[src/rtl/fp_accumulator.sv]
// fp_accumulator
// Multi-cycle IEEE-754 single-precision accumulator for the dot-product
// datapath. It sums the multiplier's product stream into an internal
// accumulator and emits one sum per vector. A vector ends with the term
// that arrives with last_i set. Rounding is truncation toward zero, and
// denormal inputs are flushed to zero.
//
// Ports
//   clk_i        rising-edge clock
//   rst_i        synchronous active-high reset; drops any term in flight
//   data_i       term to accumulate
//   valid_i      data_i/last_i are valid
//   last_i       this term closes the current vector
//   ready_o      a term can be accepted this cycle (high only in IDLE)
//   sum_o        completed vector sum; held until the next sum
//   sum_count_o  number of terms in sum_o; saturates at all-ones
//   sum_valid_o  one-cycle pulse marking a new sum_o/sum_count_o
module fp_accumulator #(
  parameter int DATA_WIDTH = 32,
  parameter int CNT_WIDTH  = 16
) (
  input  logic                  clk_i,
  input  logic                  rst_i,
  input  logic [DATA_WIDTH-1:0] data_i,
  input  logic                  valid_i,
  input  logic                  last_i,
  output logic                  ready_o,
  output logic [DATA_WIDTH-1:0] sum_o,
  output logic [CNT_WIDTH-1:0]  sum_count_o,
  output logic                  sum_valid_o
);

  typedef enum logic [2:0] {
    IDLE,
    ALIGN,
    ADD,
    NORM,
    WRITE
  } stateType;

  stateType state;
  stateType nextState;

  // Captured term and running accumulation
  logic [DATA_WIDTH-1:0] term;
  logic                  termLast;
  logic [DATA_WIDTH-1:0] acc;
  logic [CNT_WIDTH-1:0]  count;

  // Aligned operands: X has the larger magnitude, Y is already shifted
  logic        xSign;
  logic        ySign;
  logic [7:0]  xExp;
  logic [23:0] xMant;
  logic [23:0] yMant;

  // Raw sum being normalised. The exponent has a spare bit so that
  // overflow past 254 can be detected in WRITE.
  logic        resSign;
  logic [8:0]  resExp;
  logic [24:0] resMant;

  // Registered sum outputs
  logic [DATA_WIDTH-1:0] sumReg;
  logic [CNT_WIDTH-1:0]  sumCount;
  logic                  sumValid;

  // Alignment helpers
  logic [7:0]  accExp;
  logic [7:0]  termExp;
  logic [7:0]  expDiff;
  logic [23:0] accMant;
  logic [23:0] termMant;
  logic [23:0] smallMant;
  logic [23:0] shiftedMant;
  logic        accIsX;

  // Datapath helpers
  logic [24:0]          addSum;
  logic                 normFinished;
  logic [DATA_WIDTH-1:0] writeAcc;
  logic [CNT_WIDTH-1:0]  writeCount;

  assign ready_o     = (state == IDLE);
  assign sum_o       = sumReg;
  assign sum_count_o = sumCount;
  assign sum_valid_o = sumValid;

  // Operand ordering and alignment. An exponent field of zero means the
  // value is zero, so the mantissa is dropped entirely; this is how
  // denormals are flushed. When the exponents are equal, the operand with
  // the larger mantissa becomes X. This keeps X-Y non-negative.
  always_comb begin
    accExp   = acc[30:23];
    termExp  = term[30:23];
    accMant  = (accExp != 8'd0) ? {1'b1, acc[22:0]} : 24'd0;
    termMant = (termExp != 8'd0) ? {1'b1, term[22:0]} : 24'd0;
    accIsX   = (accExp > termExp) || ((accExp == termExp) && (accMant >= termMant));
    if (accIsX) begin
      expDiff   = accExp - termExp;
      smallMant = termMant;
    end else begin
      expDiff   = termExp - accExp;
      smallMant = accMant;
    end
    shiftedMant = (expDiff >= 8'd24) ? 24'd0 : (smallMant >> expDiff);
  end

  // Magnitude add or subtract, plus the WRITE-stage results
  always_comb begin
    if (xSign == ySign) begin
      addSum = {1'b0, xMant} + {1'b0, yMant};
    end else begin
      addSum = {1'b0, xMant} - {1'b0, yMant};
    end
    // NORM ends on zero, on a carry out, on an already-normal result, or
    // when the next left shift would drive the exponent to zero.
    normFinished = (resMant == 25'd0) || resMant[24] || resMant[23] || (resExp == 9'd1);
    if (resExp >= 9'd255) begin
      writeAcc = {resSign, 8'hFF, 23'd0};
    end else begin
      writeAcc = {resSign, resExp[7:0], resMant[22:0]};
    end
    writeCount = (&count) ? count : count + CNT_WIDTH'(1);
  end

  // State register
  always_ff @(posedge clk_i) begin
    if (rst_i) begin
      state <= IDLE;
    end else begin
      state <= nextState;
    end
  end

  // Next-state logic
  always_comb begin
    nextState = state;
    case (state)
      IDLE:    if (valid_i) nextState = ALIGN;
      ALIGN:   nextState = ADD;
      ADD:     nextState = NORM;
      NORM:    if (normFinished) nextState = WRITE;
      WRITE:   nextState = IDLE;
      default: nextState = IDLE;
    endcase
  end

  // Datapath registers, advanced one stage per state
  always_ff @(posedge clk_i) begin
    if (rst_i) begin
      term     <= '0;
      termLast <= 1'b0;
      acc      <= '0;
      count    <= '0;
      xSign    <= 1'b0;
      ySign    <= 1'b0;
      xExp     <= '0;
      xMant    <= '0;
      yMant    <= '0;
      resSign  <= 1'b0;
      resExp   <= '0;
      resMant  <= '0;
      sumReg   <= '0;
      sumCount <= '0;
      sumValid <= 1'b0;
    end else begin
      sumValid <= 1'b0;
      case (state)
        IDLE: begin
          if (valid_i) begin
            term     <= data_i;
            termLast <= last_i;
          end
        end
        ALIGN: begin
          xSign <= accIsX ? acc[31] : term[31];
          ySign <= accIsX ? term[31] : acc[31];
          xExp  <= accIsX ? accExp : termExp;
          xMant <= accIsX ? accMant : termMant;
          yMant <= shiftedMant;
        end
        ADD: begin
          resSign <= xSign;
          resExp  <= {1'b0, xExp};
          resMant <= addSum;
        end
        NORM: begin
          if (resMant == 25'd0) begin
            resSign <= 1'b0;
            resExp  <= '0;
          end else if (resMant[24]) begin
            resMant <= resMant >> 1;
            resExp  <= resExp + 9'd1;
          end else if (!resMant[23]) begin
            // An exponent that would reach zero is treated as underflow to +0
            if (resExp == 9'd1) begin
              resSign <= 1'b0;
              resExp  <= '0;
              resMant <= '0;
            end else begin
              resMant <= resMant << 1;
              resExp  <= resExp - 9'd1;
            end
          end
        end
        WRITE: begin
          if (termLast) begin
            sumReg   <= writeAcc;
            sumCount <= writeCount;
            sumValid <= 1'b1;
            acc      <= '0;
            count    <= '0;
          end else begin
            acc   <= writeAcc;
            count <= writeCount;
          end
        end
        default: ;
      endcase
    end
  end

endmodule
[config.mk]
export PLATFORM = sky130hd
export DESIGN_NAME = fp_accumulator
export DESIGN_NICKNAME = d
export VERILOG_FILES = /design/src/rtl/fp_accumulator.sv
export SDC_FILE = /design/constraint.sdc
export NUM_CORES = 1
export LEC_CHECK = 0
export CAP_MARGIN = 0
export CORE_MARGIN = 2
export CORE_UTILIZATION = 50
export DETAILED_ROUTE_END_ITERATION = 7
export DONT_BUFFER_PORTS = 1
export PLACE_DENSITY_LB_ADDON = 0.15
export SLEW_MARGIN = 20
export SYNTH_ARGS = -nofsm -noshare
export SYNTH_HDL_FRONTEND = slang
export SYNTH_SLANG_ARGS = --single-unit
[constraint.sdc]
create_clock -name clk_i -period 3.6 [get_ports clk_i]
set_input_delay 0.9 -clock clk_i [delete_from_list [all_inputs] [get_ports clk_i]]
set_output_delay 0.9 -clock clk_i [all_outputs]
set_load 0.01 [all_outputs]
==> results of run 1 <==
routing by layer:
layer / track usage (%) / vias up / wire length [um]
met1: 42.05 / 6713 / 19770
li1: - / 6746 / -
met4: 7.321 / 2 / 1379
met5: 0 / - / 18
met2: 52.12 / 525 / 22170
met3: 3.860 / 90 / 3190
cell usage in the layout, fill, tap and decap left out, types with 12 or more instances in the layout:
cell type,count
sky130_fd_sc_hd__inv_1,48
sky130_fd_sc_hd__a222oi_1,13
sky130_fd_sc_hd__nor2_1,223
sky130_fd_sc_hd__dfxtp_1,221
sky130_fd_sc_hd__o21ai_0,42
sky130_fd_sc_hd__mux4_2,20
sky130_fd_sc_hd__a22oi_1,47
sky130_fd_sc_hd__a21oi_1,126
sky130_fd_sc_hd__ha_1,53
sky130_fd_sc_hd__xnor2_1,28
sky130_fd_sc_hd__nor3_1,49
sky130_fd_sc_hd__clkbuf_16,29
sky130_fd_sc_hd__a21o_1,13
sky130_fd_sc_hd__inv_2,14
sky130_fd_sc_hd__ha_4,12
sky130_fd_sc_hd__nand4_1,18
sky130_fd_sc_hd__xor2_1,28
sky130_fd_sc_hd__buf_4,247
sky130_fd_sc_hd__nand3_1,50
sky130_fd_sc_hd__nor2_2,12
sky130_fd_sc_hd__a311oi_1,20
sky130_fd_sc_hd__buf_6,27
sky130_fd_sc_hd__a211oi_1,42
sky130_fd_sc_hd__nand2_2,13
sky130_fd_sc_hd__nand2_1,252
sky130_fd_sc_hd__o21ai_1,13
sky130_fd_sc_hd__a21oi_2,16
kinds of logic (layout without fill, tap and decap cells):
logic type / Yosys count / after routing / share of synthesized area [%]
AND/OR/NAND/NOR: 720 / 720 / 22.73
AO/OA/AOI/OAI: 458 / 458 / 21.99
flip-flops: 226 / 226 / 32.84
buffers and inverters: 190 / 399 / 5.685
adder cells (fa/ha/maj): 72 / 72 / 6.702
XOR/XNOR: 66 / 66 / 4.468
multiplexers: 46 / 46 / 5.594
where the power goes:
| group | leakage, nW | internal [mW] | switching (mW) |
|---|---|---|---|
| sequential | 1.84 | 2.63 | 0.187 |
| clock | 0.407 | 1.56 | 1.09 |
| combinational | 5.02 | 1.44 | 1.68 |
| total | 7.26 | 5.63 | 2.95 |
worst max-delay path: cells and delay by family, from the launching register on:
kind                     cells  cell delay [ns]
multiplexers                 1             0.19
XOR/XNOR                     1             0.19
AO/OA/AOI/OAI                6             0.91
adder cells (fa/ha/maj)      1             0.32
AND/OR/NAND/NOR              5             0.90
buffers and inverters        8             1.15
flip-flops                   1             0.33
stage by stage:
stage	total power, mW	setup WS, ns	util [%]	setup TNS [ns]	area (sq um)
global route	8.934	-0.6837	66.99	-16.20	18100
floorplan	4.362	-0.06226	-	-0.1379	13890
detailed placement	5.325	-0.4847	58.27	-11.04	15750
finish	8.585	-0.5543	66.99	-11.50	18100
global placement	5.305	-0.5384	58.27	-11.66	15750
CTS	8.196	-0.4123	63.15	-8.425	17070
repair_timing:
action                                  4_1_cts  5_1_grt
cloned                                        1        5
endpoints found under the setup margin       38       60
buffers inserted                             15       21
pin swaps                                    22       60
gates resized for setup                      76      164
sequential cells by signal, indices dropped and copies added (netlist names), 3 cells and up:
signal       cells
sum_count_o     16
acc             32
xExp             8
state            3
resMant         25
resExp           9
count           16
xMant           24
sum_o           32
yMant           24
term            32
cell type report:
cell class	instances	area [sq um]	share of cell area [%]
Timing Repair Buffer	288	2439	13.47
Multi-Input combinational cell	1362	9609	53.08
Clock buffer	33	685.7	3.787
Inverter	65	249.0	1.375
Clock inverter	13	158.9	0.8777
Tap cell	341	426.7	2.357
Sequential cell	226	4536	25.05
path summary, 6_finish.rpt:
path,to,slack [ns],depth (start not counted)
worst min register to register,term[14]$_SDFFE_PP0P_,0.47,2
worst min-delay path,term[16]$_SDFFE_PP0P_,0.47,1
worst max register to register,yMant[1]$_SDFFE_PP0P_,-0.55,22
worst max-delay path,yMant[1]$_SDFFE_PP0P_,-0.55,22
==> metrics.txt, run 1 <==
# TYPE chip_impl_metric gauge
chip_impl_metric{name="synth-seq-area-share",unit="%"} 32.84
chip_impl_metric{name="depth_of_the_cts_h_tree",unit=""} 1
chip_impl_info{name="criticalPathCategory",value="register to register"} 1
chip_impl_info{name="crit_start",value="acc[28]$_SDFFE_PP0N_"} 1
chip_impl_metric{name="hold_violations",unit=""} 0
chip_impl_metric{name="static_leakage_power",unit="nW"} 7.264
chip_impl_metric{name="tightest_slew",unit="ns"} 0.9226
chip_impl_metric{name="timing.final.setup_violations",unit=""} 26
chip_impl_metric{name="vias_per_cell",unit=""} 6.046
chip_impl_metric{name="port-buffer-count",unit=""} 0
chip_impl_metric{name="grt_pass1_wl",unit="um"} 70430
chip_impl_metric{name="yosys.cell_types.count",unit=""} 78
chip_impl_info{name="regToRegStartpoint",value="acc[28]$_SDFFE_PP0N_"} 1
chip_impl_metric{name="worst_ep_arrival_time",unit="ns"} 4.56
chip_impl_metric{name="max_freq",unit="MHz"} 240.7
chip_impl_info{name="crit_path_top_delay_cell",value="sky130_fd_sc_hd__nor4_4"} 1
chip_impl_metric{name="core",unit="sq um"} 27030
chip_impl_info{name="cts_tree",value="built"} 1
chip_impl_metric{name="drive_gt1_share",unit="%"} 27.78
chip_impl_metric{name="final-instance-count-excl-fill",unit=""} 2328
chip_impl_metric{name="ioPinCount",unit=""} 86
chip_impl_metric{name="die_area",unit="sq um"} 28900
chip_impl_metric{name="yosysWarnings",unit=""} 0
chip_impl_info{name="worst_setup_path_start_kind",value="register"} 1
chip_impl_info{name="cts.root.buffer_cell",value="sky130_fd_sc_hd__clkbuf_16"} 1
chip_impl_metric{name="globalRoute.totalOverflow",unit=""} 0
chip_impl_metric{name="clock-skew-final",unit="ns"} 0.03439
chip_impl_metric{name="clkSinkCount",unit=""} 226
chip_impl_metric{name="drt_pass1_iterations",unit=""} 7
chip_impl_metric{name="ys_async_sr_fraction",unit="%"} 0
chip_impl_metric{name="dp.final_hpwl",unit="um"} 33320
chip_impl_metric{name="synthesized_instance_count",unit=""} 1778
chip_impl_metric{name="worst_skew_pair.late_latency",unit="ns"} 0.55
chip_impl_metric{name="numCtsBuffers",unit=""} 25
chip_impl_metric{name="area_growth",unit="%"} 31.39
chip_impl_metric{name="place.detailed.instances",unit=""} 2240
chip_impl_info{name="post-synth-top-count-cell",value="sky130_fd_sc_hd__nand2_1"} 1
chip_impl_metric{name="wl_per_cell",unit="um"} 19.99
chip_impl_metric{name="worst_ep_required_time",unit="ns"} 4.00
chip_impl_info{name="class_of_the_tightest_hold_or_removal_check",value="primary input to register"} 1
chip_impl_metric{name="starting_density_of_the_core",unit="%"} 50.98
chip_impl_info{name="violated_checks",value="setup timing"} 1
chip_impl_metric{name="ctsHoldBuffers",unit=""} 0
chip_impl_metric{name="min_period",unit="ns"} 4.154
chip_impl_metric{name="fin_nets",unit=""} 2076
chip_impl_info{name="hp-start",value="rst_i"} 1
chip_impl_metric{name="slew_headroom",unit="%"} 38.49
chip_impl_metric{name="synth-edff-count",unit=""} 0
chip_impl_metric{name="remaining_drc_errors",unit=""} 0
chip_impl_info{name="synth_flop_cell",value="sky130_fd_sc_hd__dfxtp_1"} 1
chip_impl_metric{name="pwr_density_cell",unit="nW/um^2"} 474.2
chip_impl_metric{name="postLayoutSetupSlackWorst",unit="ns"} -0.5543
chip_impl_metric{name="first_iter_violations",unit=""} 1333
chip_impl_info{name="grt_setup_unrepaired",value="yes"} 1
chip_impl_metric{name="aggregate_global_route_resource_usage",unit="%"} 30.83
chip_impl_info{name="status",value="finished with violations"} 1
chip_impl_metric{name="mean_cell_area_of_the_mapped_netlist",unit="sq um"} 7.749
chip_impl_metric{name="cpPeakStageDelay",unit="ns"} 0.34
chip_impl_metric{name="wl",unit="um"} 46530
chip_impl_info{name="timing.critical_path.cells",value="nor4_4 > nand2_4 > clkbuf_16 > buf_4 > nand2_1 > inv_1 > ha_1 > nand4_1 > nor2_2 > o31ai_4 > a31oi_4 > buf_6 > o22ai_4 > buf_6 > buf_6 > mux2i_4 > xor2_4 > buf_12 > buf_4 > o22ai_1 > a211oi_1 > a221o_1"} 1
chip_impl_metric{name="first_global_vias",unit=""} 12855
chip_impl_info{name="end_kind",value="register"} 1
chip_impl_metric{name="max_cap_violations",unit=""} 0
chip_impl_metric{name="gpl.final_weighted_congestion",unit=""} 0.9594
chip_impl_metric{name="detail-route-antenna-nets",unit=""} 0
chip_impl_info{name="critPathMostFrequentCell",value="sky130_fd_sc_hd__buf_6"} 1
chip_impl_metric{name="mappedNetlistArea",unit="sq um"} 13780
chip_impl_metric{name="synth_nets",unit=""} 1886
chip_impl_info{name="netlist.top_cell.by_area",value="sky130_fd_sc_hd__dfxtp_1"} 1
chip_impl_metric{name="final.fill_count",unit=""} 2274
chip_impl_metric{name="ant_diodes",unit=""} 0
chip_impl_metric{name="antenna_violations_before_repair",unit=""} 1
chip_impl_metric{name="cts.path.max_buffers",unit=""} 3
chip_impl_info{name="ys_top_cells_by_count",value="274 x sky130_fd_sc_hd__nand2_1, 238 x sky130_fd_sc_hd__nor2_1, 226 x sky130_fd_sc_hd__dfxtp_1"} 1
chip_impl_metric{name="slew_viol_final",unit=""} 0
chip_impl_metric{name="critPathMaxFanout",unit=""} 6
chip_impl_metric{name="grt_start_max_net_pins",unit=""} 213
chip_impl_info{name="synth.top_cells.by_area",value="sky130_fd_sc_hd__dfxtp_1 33%, sky130_fd_sc_hd__nand2_1 7.5%, sky130_fd_sc_hd__nor2_1 6.5%"} 1
chip_impl_metric{name="final.hold.worst_slack",unit="ns"} 0.4670
chip_impl_metric{name="via_count",unit=""} 14076
chip_impl_metric{name="clk_pin_slew_worst_paths",unit="ns"} 0.07
chip_impl_metric{name="placementRows",unit=""} 60
chip_impl_metric{name="final_min_period_over_clock_period",unit="%"} 115.4
chip_impl_metric{name="synth_largest_type_area_fraction",unit="%"} 32.84
chip_impl_metric{name="peak_supply_drop",unit="uV"} 390.0
chip_impl_metric{name="die_span_y",unit="um"} 170
chip_impl_metric{name="postSynthRegisterBits",unit=""} 226
chip_impl_metric{name="floorplan.die.width",unit="um"} 170
No activity file was read; power rests on OpenSTA's default activity.
==> run 2, diff against run 1 <==
Settings changed: PLACE_DENSITY from default to 0.75, PLACE_DENSITY_LB_ADDON 0.15 to default.
==> run 2 against run 1 <==
The flow still finishes with violations (setup timing). Largest cell class unchanged. Global-route usage is 0.53 points higher. Core utilization is 1.3 points higher. Register-to-register slack hardly changed. Routed wire length is 3.5% higher.
==> metrics.txt, run 2 (synthesized netlist as in run 1, its figures left out) <==
# TYPE chip_impl_metric gauge
chip_impl_metric{name="clkSinkCount",unit=""} 226
chip_impl_metric{name="area_taken_by_flip_flops_and_latches",unit="sq um"} 4533
chip_impl_info{name="layout_common_cells",value="243 x sky130_fd_sc_hd__buf_4, 242 x sky130_fd_sc_hd__nand2_1, 219 x sky130_fd_sc_hd__dfxtp_1, 217 x sky130_fd_sc_hd__nor2_1, 127 x sky130_fd_sc_hd__a21oi_1"} 1
chip_impl_metric{name="postLayoutSetupSlackWorst",unit="ns"} -0.5553
chip_impl_metric{name="wl",unit="um"} 48150
chip_impl_metric{name="static_leakage_power",unit="nW"} 7.341
chip_impl_metric{name="wl_per_cell",unit="um"} 20.59
chip_impl_metric{name="final.hold.worst_slack",unit="ns"} 0.4616
chip_impl_metric{name="tightest_slew",unit="ns"} 0.9281
chip_impl_info{name="cts.root.buffer_cell",value="sky130_fd_sc_hd__clkbuf_16"} 1
chip_impl_metric{name="grt_start_max_net_pins",unit=""} 213
chip_impl_metric{name="max_freq",unit="MHz"} 240.7
chip_impl_metric{name="drt_pass1_iterations",unit=""} 8
chip_impl_metric{name="worst_skew_pair.late_latency",unit="ns"} 0.54
chip_impl_metric{name="peak_supply_drop",unit="uV"} 483.3
chip_impl_metric{name="pwr_density_cell",unit="nW/um^2"} 468.1
chip_impl_metric{name="critPathMaxFanout",unit=""} 6
chip_impl_info{name="criticalPathCategory",value="register to register"} 1
chip_impl_metric{name="dp.final_hpwl",unit="um"} 32690
chip_impl_metric{name="detail-route-antenna-nets",unit=""} 0
chip_impl_metric{name="min_period",unit="ns"} 4.155
chip_impl_metric{name="globalRoute.totalOverflow",unit=""} 0
chip_impl_info{name="worst_setup_path_start_kind",value="register"} 1
chip_impl_metric{name="die_area",unit="sq um"} 28900
chip_impl_metric{name="via_count",unit=""} 14529
chip_impl_metric{name="routed-wl-met3",unit="um"} 3736
chip_impl_info{name="regToRegStartpoint",value="acc[25]$_SDFFE_PP0N_"} 1
chip_impl_metric{name="final_min_period_over_clock_period",unit="%"} 115.4
chip_impl_info{name="route.top_layer_used",value="met4"} 1
chip_impl_metric{name="cts.path.max_buffers",unit=""} 3
chip_impl_metric{name="worst_ep_required_time",unit="ns"} 4.08
chip_impl_metric{name="hold_violations",unit=""} 0
chip_impl_metric{name="first_iter_violations",unit=""} 1586
chip_impl_metric{name="slew_headroom",unit="%"} 38.13
chip_impl_metric{name="max_cap_violations",unit=""} 0
chip_impl_metric{name="numCtsBuffers",unit=""} 24
chip_impl_metric{name="grt_pass1_wl",unit="um"} 72760
chip_impl_info{name="crit_start",value="acc[25]$_SDFFE_PP0N_"} 1
chip_impl_metric{name="worst_ep_arrival_time",unit="ns"} 4.64
chip_impl_metric{name="aggregate_global_route_resource_usage",unit="%"} 31.36
chip_impl_metric{name="ctsHoldBuffers",unit=""} 0
chip_impl_info{name="end_kind",value="register"} 1
chip_impl_metric{name="gpl.final_weighted_congestion",unit=""} 0.9910
chip_impl_metric{name="area_taken_by_multi_input_logic_gates",unit="sq um"} 9836
chip_impl_info{name="violated_checks",value="setup timing"} 1
chip_impl_metric{name="utilization",unit="%"} 68.27
chip_impl_info{name="class_of_the_tightest_hold_or_removal_check",value="register to register"} 1
chip_impl_metric{name="final.fill_count",unit=""} 2026
chip_impl_metric{name="clock-skew-final",unit="ns"} 0.01045
chip_impl_info{name="status",value="finished with violations"} 1
chip_impl_metric{name="port-buffer-count",unit=""} 0
chip_impl_metric{name="depth_of_the_cts_h_tree",unit=""} 1
chip_impl_metric{name="area_growth",unit="%"} 33.91
chip_impl_metric{name="fin_nets",unit=""} 2090
chip_impl_info{name="grt_setup_unrepaired",value="yes"} 1
chip_impl_info{name="most_common_cell_after_layout_fill_and_taps_aside",value="sky130_fd_sc_hd__buf_4"} 1
chip_impl_metric{name="die_span_y",unit="um"} 170
chip_impl_metric{name="starting_density_of_the_core",unit="%"} 50.98
chip_impl_metric{name="routed-wl-met2",unit="um"} 23200
chip_impl_metric{name="first_global_vias",unit=""} 13586
chip_impl_metric{name="wl_met1",unit="um"} 19070
chip_impl_metric{name="vias_per_cell",unit=""} 6.212
chip_impl_metric{name="remaining_drc_errors",unit=""} 0
chip_impl_metric{name="timing.final.setup_violations",unit=""} 27
chip_impl_metric{name="core",unit="sq um"} 27030
chip_impl_metric{name="antenna_violations_before_repair",unit=""} 0
chip_impl_metric{name="slew_viol_final",unit=""} 0
chip_impl_metric{name="floorplan.die.width",unit="um"} 170
chip_impl_metric{name="drive_gt1_share",unit="%"} 30.10
chip_impl_metric{name="clk_pin_slew_worst_paths",unit="ns"} 0.06
chip_impl_metric{name="placementRows",unit=""} 60
chip_impl_info{name="cts_tree",value="built"} 1
chip_impl_info{name="hp-start",value="term[17]$_SDFFE_PP0P_"} 1
chip_impl_metric{name="ioPinCount",unit=""} 86
[run 2: changes by cell type in the layout (fill, tap and decap cells not counted), moves of 5 or more]
| cell | delta |
|---|---|
| sky130_fd_sc_hd__nand2_2 | +6 |
| sky130_fd_sc_hd__ha_1 | -5 |
| sky130_fd_sc_hd__inv_4 | +5 |
| sky130_fd_sc_hd__nand2_1 | -10 |
| sky130_fd_sc_hd__buf_6 | +20 |
| sky130_fd_sc_hd__nor2_1 | -6 |
| sky130_fd_sc_hd__ha_4 | +6 |
| sky130_fd_sc_hd__nor2_4 | +6 |
[run 2: per-stage QoR]
step	cells	TNS (ns)	cell area [sq um]	worst slack, ns	power (mW)
after floorplan	1778	-0.1379	13890	-0.06226	4.362
after global placement	2243	-14.12	15730	-0.6619	5.231
after detailed placement	2243	-14.79	15730	-0.7046	5.272
after CTS	2314	-10.01	17460	-0.4638	8.160
after global routing	2338	-17.50	18450	-0.7315	8.958
final	2339	-11.78	18450	-0.5553	8.637
[run 2: power by group]
group	switching (mW)	total, mW	internal (mW)
clock network	1.06	2.50	1.43
logic	1.80	3.34	1.54
registers	0.170	2.80	2.63
[run 2: repair_timing]
| action | CTS | global route |
|---|---|---|
| buffers inserted | 30 | 31 |
| gates cloned | 4 | 0 |
| endpoints found under the setup margin | 36 | 63 |
| resized for setup | 138 | 188 |
| pin swaps | 49 | 99 |
[run 2: area by class of cell]
type,instances,share of cell area (%)
Antenna cell,1,0.01356
Clock buffer,31,3.560
Clock inverter,10,0.6510
Inverter,65,1.417
Multi-Input combinational cell,1362,53.31
Sequential cell,226,24.57
Tap cell,341,2.312
Timing Repair Buffer,303,14.17
[run 2: routing by layer]
layer,vias up,GRT usage [%]
li1,6784,-
met1,6932,40.50
met2,659,52.76
met3,154,4.372
met4,0,13.08
met5,-,0
[run 2: worst paths after layout]
path,end,slack [ns],cells past startpoint
min,term[17]$_SDFFE_PP0P_,0.46,2
min reg2reg,term[17]$_SDFFE_PP0P_,0.46,2
max reg2reg,yMant[5]$_SDFFE_PP0P_,-0.56,20
max,yMant[5]$_SDFFE_PP0P_,-0.56,20
[run 2: worst max-delay path, cell delays in order, from the launching register on]
cell	delay, ns
sky130_fd_sc_hd__dfxtp_2	0.33
sky130_fd_sc_hd__nor4_4	0.28
sky130_fd_sc_hd__nand2_2	0.16
sky130_fd_sc_hd__buf_12	0.18
sky130_fd_sc_hd__nand2_2	0.07
sky130_fd_sc_hd__inv_1	0.05
sky130_fd_sc_hd__ha_1	0.31
sky130_fd_sc_hd__nand4_1	0.16
sky130_fd_sc_hd__buf_4	0.16
sky130_fd_sc_hd__nor2_1	0.06
sky130_fd_sc_hd__a22oi_1	0.23
sky130_fd_sc_hd__o211ai_1	0.21
sky130_fd_sc_hd__o22ai_4	0.32
sky130_fd_sc_hd__buf_6	0.20
sky130_fd_sc_hd__mux2i_4	0.32
sky130_fd_sc_hd__xor2_4	0.32
sky130_fd_sc_hd__buf_6	0.15
sky130_fd_sc_hd__nand3_4	0.09
sky130_fd_sc_hd__buf_6	0.15
sky130_fd_sc_hd__o31ai_2	0.20
sky130_fd_sc_hd__nand3b_1	0.13
